$ cat config.mk
export PLATFORM = sky130hd
export DESIGN_NAME = deal_hand
export DESIGN_NICKNAME = d
export VERILOG_FILES = /design/src/rtl/baccarat_pkg.sv /design/src/rtl/deal_hand_card_source.sv /design/src/rtl/deal_hand.sv
export SDC_FILE = /design/constraint.sdc
export NUM_CORES = 1
export LEC_CHECK = 0
export CORE_MARGIN = 2
export CORE_UTILIZATION = 30
export CTS_CLUSTER_SIZE = 8
export DETAILED_ROUTE_END_ITERATION = 8
export GPL_TIMING_DRIVEN = 0
export SYNTH_ARGS = -nofsm -noshare
export SYNTH_HDL_FRONTEND = slang
export SYNTH_HIERARCHICAL = 1
export SYNTH_SLANG_ARGS = --single-unit
$ cat constraint.sdc
create_clock -name clk -period 4.15 [get_ports clk]
set_clock_uncertainty 0.05 [all_clocks]
set_input_delay 0.415 -clock clk [delete_from_list [all_inputs] [get_ports clk]]
set_output_delay 0.415 -clock clk [all_outputs]
set_load 0.02 [all_outputs]
$ cat src/rtl/baccarat_pkg.sv
// Shared card types, constants and the Baccarat per-card value function
// used by the hand registers and the player/banker decision logic.
package baccarat_pkg;

  typedef logic [3:0] card_t;

  localparam card_t CARD_NONE  = 4'd0;
  localparam card_t CARD_ACE   = 4'd1;
  localparam card_t CARD_KING  = 4'd13;
  localparam int    HAND_SLOTS = 3;

  // Pip cards score their face value; tens and court cards (and empty slots) score 0.
  function automatic logic [3:0] card_value(input card_t code);
    if (code >= CARD_ACE && code <= 4'd9) return code;
    else return 4'd0;
  endfunction

endpackage

$ cat src/rtl/deal_hand_card_source.sv
// Free-running card code source: wraps CARD_MAX -> CARD_MIN every clock
// unless hold_i freezes it.
module card_source
  import baccarat_pkg::*;
#(
  parameter int CARD_MIN = 1,
  parameter int CARD_MAX = 13,
  parameter int START    = 1
) (
  input  logic  clk,
  input  logic  reset,
  input  logic  hold_i,
  output card_t value_o
);

  localparam card_t MinCode   = card_t'(CARD_MIN);
  localparam card_t MaxCode   = card_t'(CARD_MAX);
  localparam card_t StartCode = card_t'(START);

  card_t value_q, value_d;

  // The >= compare keeps the source inside the legal range even from a bad value.
  always_comb begin
    value_d = value_q;
    if (!hold_i) begin
      if (value_q >= MaxCode || value_q < MinCode) value_d = MinCode;
      else value_d = value_q + 4'd1;
    end
  end

  always_ff @(posedge clk or posedge reset) begin
    if (reset) value_q <= StartCode;
    else       value_q <= value_d;
  end

  assign value_o = value_q;

endmodule

$ cat src/rtl/deal_hand.sv
// Three-slot Baccarat hand: latches the card source into the next empty slot
// on each deal strobe and reports the slots, fill state and hand score.
module deal_hand
  import baccarat_pkg::*;
#(
  parameter int CARD_MIN = 1,
  parameter int CARD_MAX = 13,
  parameter int START    = 1
) (
  input  logic       clk,
  input  logic       reset,
  input  logic       hold,
  input  logic       deal,
  input  logic       clear,
  output logic [3:0] card0,
  output logic [3:0] card1,
  output logic [3:0] card2,
  output logic [2:0] valid,
  output logic [1:0] count,
  output logic       full,
  output logic       drop,
  output logic [3:0] score
);

  card_t                 srcValue;
  card_t                 slot_q [HAND_SLOTS];
  card_t                 slot_d [HAND_SLOTS];
  logic [HAND_SLOTS-1:0] valid_q, valid_d;
  logic [1:0]            count_q, count_d;
  logic                  drop_q, drop_d;
  logic [4:0]            sum;
  logic [4:0]            scoreFull;

  card_source #(
    .CARD_MIN(CARD_MIN),
    .CARD_MAX(CARD_MAX),
    .START   (START)
  ) u_source (
    .clk    (clk),
    .reset  (reset),
    .hold_i (hold),
    .value_o(srcValue)
  );

  // Clear takes priority over deal; a deal on a full hand only raises drop.
  always_comb begin
    slot_d  = slot_q;
    valid_d = valid_q;
    count_d = count_q;
    drop_d  = 1'b0;
    if (clear) begin
      slot_d  = '{default: CARD_NONE};
      valid_d = '0;
      count_d = '0;
    end else if (deal) begin
      if (count_q == 2'd3) begin
        drop_d = 1'b1;
      end else begin
        for (int i = 0; i < HAND_SLOTS; i++) begin
          if (count_q == 2'(i)) begin
            slot_d[i]  = srcValue;
            valid_d[i] = 1'b1;
          end
        end
        count_d = count_q + 2'd1;
      end
    end
  end

  always_ff @(posedge clk or posedge reset) begin
    if (reset) begin
      slot_q  <= '{default: CARD_NONE};
      valid_q <= '0;
      count_q <= '0;
      drop_q  <= 1'b0;
    end else begin
      slot_q  <= slot_d;
      valid_q <= valid_d;
      count_q <= count_d;
      drop_q  <= drop_d;
    end
  end

  // Sum is at most 27, so a mod-10 needs only two compare/subtract steps.
  always_comb begin
    sum = {1'b0, card_value(slot_q[0])} + {1'b0, card_value(slot_q[1])}
        + {1'b0, card_value(slot_q[2])};
    if (sum >= 5'd20)      scoreFull = sum - 5'd20;
    else if (sum >= 5'd10) scoreFull = sum - 5'd10;
    else                   scoreFull = sum;
  end

  assign card0 = slot_q[0];
  assign card1 = slot_q[1];
  assign card2 = slot_q[2];
  assign valid = valid_q;
  assign count = count_q;
  assign full  = (count_q == 2'd3);
  assign drop  = drop_q;
  assign score = scoreFull[3:0];

endmodule
=== Word-level counts from Yosys, hierarchy flattened ===
Index checks and enable logic that the tools add are counted.
W data, S select, Z words.

* $add $sub $neg: 6
* Magnitude comparators: 10
* Eq/ne operators: 4
* Multiplexer cells: 24
* Reduce and logical (&&, ||, !) cells: 13

{| class="wikitable"
|+ Operators with widths
! operator !! number
|-
| $mux W12 || 3
|-
| $mux W4 || 9
|-
| $ge A4 B1 Y1 const B || 3
|-
| $le A4 B4 Y1 const B || 3
|-
| $mux W3 || 3
|-
| $reduce_and A3 Y1 || 3
|-
| $reduce_bool A2 Y1 || 4
|-
| $mux W1 || 6
|-
| $mux W2 || 3
|-
| $add A4 B4 Y5 || 1
|-
| $add A5 B4 Y5 || 1
|-
| $ge A5 B4 Y1 const B || 1
|-
| $ge A5 B5 Y1 const B || 1
|-
| $add A4 B1 Y4 const B || 1
|-
| $eq A2 B2 Y1 const B || 2
|-
| $ge A4 B4 Y1 const B || 1
|-
| $lt A4 B1 Y1 const B || 1
|-
| $sub A4 B3 Y4 const B || 1
|-
| $sub A4 B4 Y4 const B || 1
|-
| $logic_and A1 B1 Y1 || 3
|-
| $add A2 B1 Y2 const B || 1
|-
| $eq A2 B1 Y1 const B || 1
|-
| $logic_not A2 Y1 || 1
|-
| $ne A2 B2 Y1 const B || 1
|-
| 2 further kinds || 2
|}

* Register bits after elaboration: 22
* Input port bits: 5
* Output and inout port bits: 23
* Word-level logic and storage cells: 66

=== Logic depth before layout (Yosys ltp) ===
Gate-level depths: netlist (run 1).

* Depth after elaboration: 8
* Depth in mapped cells: 12
* Depth with buffers taken out: 12

=== Cells and area by module ===
Netlist (run 1), hierarchy kept.

{| class="wikitable"
|+ By module, submodules not included
! module !! times used !! cells an instance !! area each (sq um) !! sequential area each (sq um)
|-
| deal_hand || 1 || 134 || 1211.2 || 450.4
|-
| card_source || 1 || 33 || 281.5 || 101.3
|}

=== Least setup slack after synthesis (run 1) ===
OpenSTA, ideal clock, no wires.

* Kind: reg-to-output
* Start point: register slot_q (netlist bit card0[3])
* End point: output port score[1]
* Arrival time: 3.248 ns
* Required time: 3.685 ns
* Setup slack: 0.437 ns
* Cell stages (with the launch flop): 13
* Buffers on the path: 0
* Path through: dfrtp_1 > o21ai_0 > and2_1 > fa_1 > ha_1 > fa_1 > xor2_1 > inv_1 > ha_1 > nor3b_1 > or4_1 > a211o_1 > o211ai_2

* Cells in the longest elaborated chain, start to end: 8
* Elaborated cells on any way between the ends: 12
* Classes of those cells: 4 x add/sub; 4 x order compare; 3 x mux; 1 x reduce/logical

{| class="wikitable"
|+ RTL lines
! item !! RTL line !! RTL
|-
| start: declaration || deal_hand.sv:26 || <nowiki>card_t slot_q [HAND_SLOTS];</nowiki>
|-
| start signal: assignment || deal_hand.sv:77 || <nowiki>slot_q <= slot_d;</nowiki>
|-
| $ge A4 B1 Y1 or $le A4 B4 Y1 (tied branches) || baccarat_pkg.sv:14 || <nowiki>if (code >= CARD_ACE && code <= 4'd9) return code;</nowiki>
|-
| $logic_and A1 B1 Y1 || baccarat_pkg.sv:14 ||
|-
| $mux W4 * || baccarat_pkg.sv:14 ||
|-
| $add A4 B4 Y5 * || deal_hand.sv:86 || <nowiki>sum = {1'b0, card_value(slot_q[0])} + {1'b0, card_value(slot_q[1])}</nowiki>
|-
| $add A5 B4 Y5 * || deal_hand.sv:87 || <nowiki>+ {1'b0, card_value(slot_q[2])};</nowiki>
|-
| $sub A4 B4 Y4 or $ge A5 B4 Y1 (tied branches) || deal_hand.sv:89 || <nowiki>else if (sum >= 5'd10) scoreFull = sum - 5'd10;</nowiki>
|-
| $mux W4 || deal_hand.sv:89 ||
|-
| $mux W4 * || deal_hand.sv:88 || <nowiki>if (sum >= 5'd20) scoreFull = sum - 5'd20;</nowiki>
|-
| end: declaration || deal_hand.sv:22 || <nowiki>output logic [3:0] score</nowiki>
|}

Mark *: on every way between the ends. The rest lies on a longest branch, timed or not.

=== Final worst setup path (run 1) ===
* Start point: register slot_q (netlist bit card0[2])
* End point: output port score[1]

The elaborated chain is that of the path after synthesis.

==> results of run 1 <==
-- state kept, by name (all words and copies together) (netlist names) --
register,cells
card1,4
count,2
u_source/value_o,4
valid,3
drop,1
card2,4
card0,4
-- area by class of cell --
class                      instances  area share [%]
inverter                          10            1.94
sequential                        22            28.7
multi-input combinational        131            46.6
clock buffer                       4            2.85
buffer                             4           0.777
tap                               67            4.34
timing repair buffer              31            14.8
-- per-layer routing --
layer	routed length (um)	GRT usage [%]	vias to the layer above
met5	0	0	-
met4	48	4.17	0
met3	78	1.22	4
met2	1520	21.9	18
met1	1580	16.8	558
li1	-	-	637
-- cell families (layout without fill, tap and decap cells) --
| family | after synthesis | count (layout) | synth area share [%] |
|---|---|---|---|
| xor gates and xnor gates | 2 | 2 | 1.17 |
| DFF | 22 | 22 | 37.0 |
| adders and majority gates | 18 | 18 | 17.6 |
| AOI/OAI and AO/OA | 33 | 33 | 13.5 |
| muxes | 3 | 3 | 2.01 |
| buffers and inverters | 14 | 49 | 3.52 |
| and+or+nand+nor | 75 | 75 | 25.2 |
-- cells in the final DEF, fill, tap and decap left out, types with 2 or more instances in the layout --
cell type        Yosys  routed
o21ai_0              7       7
nor2b_2              0       2
and2_1               3       3
ha_1                13      13
clkbuf_8             0       4
nor2b_1              9       7
clkbuf_1             3       3
nand2_1             23      23
inv_1               10      10
buf_4                0       6
nor2_1              10      10
o211ai_2             2       2
clkdlybuf4s50_1      0      23
dfrtp_1             21      19
nand3_1             16      16
nor3b_1              4       4
nand2b_1             5       5
a21oi_1             19      19
clkbuf_2             0       2
dfrtp_2              0       2
fa_1                 5       5
mux2i_1              3       3
-- stage by stage --
| stage | worst slack [ns] | hold slack [ns] | TNS, ns | instances | cell area (um^2) |
|---|---|---|---|---|---|
| finish | 0.211 | 0.302 | 0 | 269 | 1930 |
| floorplan | 0.437 | 0.130 | 0 | 167 | 1490 |
| CTS | 0.0387 | 0.307 | 0 | 265 | 1910 |
| detailed placement | -0.200 | 0.438 | -0.256 | 260 | 1840 |
| global placement | -0.179 | 0.443 | -0.193 | 260 | 1840 |
| global route | -0.0181 | 0.346 | -0.0181 | 269 | 1930 |
-- report_power, final --
group / leakage [nW] / internal [W] / switching (W)
logic: 0.529 / 0.000175 / 0.000200
clock network: 0.0288 / 0.0000846 / 0.0000698
registers: 0.289 / 0.000253 / 0.0000633
total: 0.847 / 0.000512 / 0.000333
-- critical path, cell delays in order (launching register included) --
cell and delay [ns]:
dfrtp_1 0.40, o21ai_0 0.09, and2_1 0.18, fa_1 0.43, ha_1 0.22, fa_1 0.41, xor2_2 0.16, inv_1 0.07
ha_1 0.17, nor3b_1 0.15, or4_1 0.41, a211o_1 0.32, o211ai_2 0.06, buf_4 0.16
-- worst paths after layout --
check,to,slack (ns),depth (start not counted)
min reg2reg,valid[2]$_DFFE_PP0P_,0.46,2
min,u_source/value_o[1]$_DFFE_PP0N_,0.30,2
min in group clk,valid[2]$_DFFE_PP0P_,0.46,2
max in group asynchronous,card1[3]$_DFFE_PP0P_,3.04,2
max,score[1],0.21,13
max reg2reg,card1[2]$_DFFE_PP0P_,2.29,6
-- repair_timing --
item | CTS | global route
setup buffers | 1 | 4
setup endpoints to repair | 3 | 3
resized for setup | 7 | 9
hold endpoints to repair | 0 | 0
==> metrics.cfg, run 1 <==
[worst_setup_path]
rr_startpoint = count[0]$_DFFE_PP0P_
crit_fanout = 5
crit_required_ns = 3.68
critPathArrivalTime_ns = 3.47
cp-end-kind = output pin
path_class = flop to output pin
critPathLaunchType = flop
critPathLaunch = card0[2]$_DFFE_PP0P_

[layout]
nets = 226
drive_gt1_share_pct = 10.9
diodes = 0
area_growth_pct = 29.4
nFillCells = 498
multiInputGateArea_um2 = 901
finish.utilization_pct = 40.6
seq_area_um2 = 554

[floorplan]
design.portCount = 28
die_w_um = 74.5
start_util_pct = 31.4
die_area_um2 = 5560
core_um2 = 4750
die_h_um = 74.5
row_count = 25

[timing]
finalHoldViolations = 0
grt_setup_unrepaired = yes
setup_viol = 0
slew_viol_final = 0
fmax_ghz = 0.254
worst_pin_slew_ns = 0.690
slew-limit-headroom_pct = 54.0
period_minus_slack_ns = 3.94
period_share_pct = 94.9

[logic_synthesis]
post-synth-top-area-fraction_pct = 35.2
synth_common_cells = nand2_1, dfrtp_1, a21oi_1
syn_avg_cell_area_um2 = 8.94
synth_top_cell_by_area = dfrtp_1
synth_most_common_cell = nand2_1
synth_area_um2 = 1490
async_flop_share_pct = 100
synth_edf_count = 0
synth-seq-cells = 22
yosys.cell_types.count = 30
synthFlopType = dfrtp_1
ys_seq_area_share_pct = 37.0
ys_warn_count = 6
synth.net_count = 190
syn_inst = 167
synth.top_cells.by_area = dfrtp_1, ha_1, fa_1

[routing]
wl_per_cell_um = 12.0
ant_nets = 0
vias_per_cell = 4.52
route.vias.total = 1217
first_pass_iters = 4
drcViolationCount = 0
routed_wl_um = 3230
drt_iter0_markers = 40

[power]
peakVddDrop_v = 0.000231
p_per_area_nw_per_um2 = 437
total_power_w = 0.000845
power.leakage_nw = 0.847

[grt]
grt_overflow_total = 0
grt_pass1_vias = 1150
grt_max_degree = 19
antenna_found_initial = 0
grt_use_total_pct = 12.7
grt_pass1_wl_um = 5420

[placement]
place.gp.congestion = 0.758
place_hpwl_um = 2500
portBuffers = 26

[hold_path]
min_path_type = input pin to async pin

[clocking]
ctsHoldBuffers = 0
clock_latency_ns = 0.26
path_clk_slew_ns = 0.08
cts_tree = built
clockRootBuffer = clkbuf_8
clkSinkCount = 22
cts_made_buffers = 3
clk_path_buf_depth = 2
cts-htree-levels = 1

[flow_run]
maxCapViolations = 0

[outcome]
status = completed

No activity file was read; power rests on OpenSTA's default activity.
==> inputs of run 2 (changes only) <==
--- a/config.mk
+++ b/config.mk
@@ -12,5 +12,4 @@
 export GPL_TIMING_DRIVEN = 0
 export SYNTH_ARGS = -nofsm -noshare
 export SYNTH_HDL_FRONTEND = slang
-export SYNTH_HIERARCHICAL = 1
 export SYNTH_SLANG_ARGS = --single-unit
==> metrics.cfg, run 2 <==
[outcome]
status = completed

[floorplan]
design.portCount = 28
die_area_um2 = 5450
die_w_um = 73.8
start_util_pct = 30.9
row_count = 25
die_h_um = 73.8
core_um2 = 4720

[logic_synthesis]
async_flop_share_pct = 100
synth-seq-cells = 22
synth.net_count = 184
yosys.cell_types.count = 30
synth_top_cell_by_area = dfrtp_1
synth_common_cells = a21oi_1, dfrtp_1, nand2_1
synth.top_cells.by_area = dfrtp_1, ha_1, a21oi_1
syn_inst = 161
synth_edf_count = 0
ys_seq_area_share_pct = 37.8
post-synth-top-area-fraction_pct = 36.0
synthFlopType = dfrtp_1
synth_area_um2 = 1460
ys_warn_count = 0
syn_avg_cell_area_um2 = 9.08

[worst_setup_path]
path_class = flop to output pin
critPathSlowestCell = fa_1
max_stage_delay_ns = 0.43
critPathArrivalTime_ns = 3.53
crit_family = adder cells
crit_required_ns = 3.68
crit_chain = o21ai_0, and2_1, fa_1, ha_1, fa_1, xor2_2, inv_1, ha_1, nor3b_1, or4_1, a211o_1, o211ai_2, buf_4
cp-end-kind = output pin
crit_fanout = 5
crit_buf_inv = 2
critPathLaunchType = flop

[placement]
place_area_um2 = 1810
dp_cells = 254
portBuffers = 26
place.gp.congestion = 0.758
place_hpwl_um = 2300

[timing]
period_minus_slack_ns = 3.99
setup_viol = 0
worst_pin_slew_ns = 0.820
fmax_ghz = 0.250
period_share_pct = 96.2
slew-limit-headroom_pct = 45.3
finalHoldViolations = 0
slew_viol_final = 0

[routing]
routed_wl_um = 3080
first_pass_iters = 4
vias_per_cell = 4.60
ant_nets = 0
wl_per_cell_um = 11.8
route.vias.total = 1204
drcViolationCount = 0
drt_iter0_markers = 23

[layout]
diodes = 0
final_cell_mix = clkdlybuf4s50_1, a21oi_1, nand2_1
nets = 219
finish.utilization_pct = 40.4
finalInstanceArea_um2 = 1910
instances_no_fill = 262
drive_gt1_share_pct = 9.74
area_growth_pct = 30.5
layout_commonest_cell = clkdlybuf4s50_1
nFillCells = 486

[grt]
antenna_found_initial = 0
grt_use_total_pct = 12.7
grt_pass1_wl_um = 5380
grt_pass1_vias = 1166
grt_overflow_total = 0
grt_max_degree = 23

[clocking]
clockRootBuffer = clkbuf_8
path_clk_slew_ns = 0.08
cts_tree = built
clkSinkCount = 22
clock_latency_ns = 0.26
cts_made_buffers = 3
clk_path_buf_depth = 2
cts-htree-levels = 1

[flow_run]
maxCapViolations = 0

[power]
p_per_area_nw_per_um2 = 431
power.leakage_nw = 0.826
peakVddDrop_v = 0.000274

[hold_path]
min_path_type = flop to flop

==> run 2: final cells by class <==
type	count	area [um^2]	area share [%]
clock inverters	1	30.0	1.57
repair buffers	30	278	14.6
multi-input cells	124	863	45.3
flip-flops and latches	22	554	29.1
well taps	67	83.8	4.40
plain buffers	5	18.8	0.984
inverters	10	37.5	1.97
clock buffers	3	41.3	2.17
==> run 2: timing repair <==
item / CTS / global route
endpoints found under the setup margin: 3 / 3
resized for setup: 6 / 10
setup buffers: 1 / 3
hold buffers: 0 / 0
==> run 2: report_power, final <==
group	leakage [nW]	internal, W	switching, W
clock	0.0357	0.000129	0.0000715
sequential	0.292	0.000249	0.0000435
combinational	0.498	0.000149	0.000179
==> run 2: worst paths after layout <==
| kind | startpoint | endpoint | slack (ns) | cells after the start |
|---|---|---|---|---|
| max | card0[1]$_DFFE_PP0P_ | score[1] | 0.16 | 13 |
| min | valid[0]$_DFFE_PP0P_ | valid[0]$_DFFE_PP0P_ | 0.46 | 2 |
| max reg2reg | u_source.value_o[0]$_DFFE_PP1N_ | u_source.value_o[0]$_DFFE_PP1N_ | 2.26 | 6 |
| min reg2reg | valid[0]$_DFFE_PP0P_ | valid[0]$_DFFE_PP0P_ | 0.46 | 2 |
| max in group asynchronous | reset | card0[3]$_DFFE_PP0P_ | 2.93 | 2 |
| min in group asynchronous | reset | valid[2]$_DFFE_PP0P_ | 0.55 | 2 |
==> run 2: worst register-to-register path, stage by stage (launching register included) <==
cell,delay (ns)
dfstp_2,0.63
inv_1,0.06
ha_1,0.20
nor3b_1,0.15
a31oi_1,0.38
nand2_1,0.09
mux2_2,0.26
==> run 2: stage by stage <==
step	TNS (ns)	hold WS (ns)	setup slack, ns	total power, W
after detailed placement	-0.281	0.439	-0.199	0.000619
after floorplan	0	0.353	0.437	0.000514
after CTS	0	0.467	0.0381	0.000821
after global routing	-0.0306	0.483	-0.0306	0.000892
after global placement	-0.179	0.442	-0.175	0.000616
final	0	0.462	0.157	0.000821
==> run 2: logic make-up after synthesis <==
| family | count (synthesis) | synth area share [%] |
|---|---|---|
| multiplexers | 5 | 3.51 |
| adder cells (fa/ha/maj) | 18 | 18.0 |
| AND/OR/NAND/NOR | 66 | 23.2 |
| AO/OA/AOI/OAI | 33 | 12.5 |
| buffers and inverters | 15 | 3.85 |
| XOR/XNOR | 2 | 1.20 |
| flip-flops | 22 | 37.8 |
==> run 2: per-layer routing <==
layer / share of wire, % / wire, um / vias to the layer above / track usage, %
li1: - / - / 619 / -
met1: 46 / 1410 / 554 / 16.1
met2: 49 / 1520 / 25 / 21.7
met3: 3.8 / 118 / 6 / 1.92
met4: 1.3 / 41 / 0 / 4.44
met5: 0 / 0 / - / 0
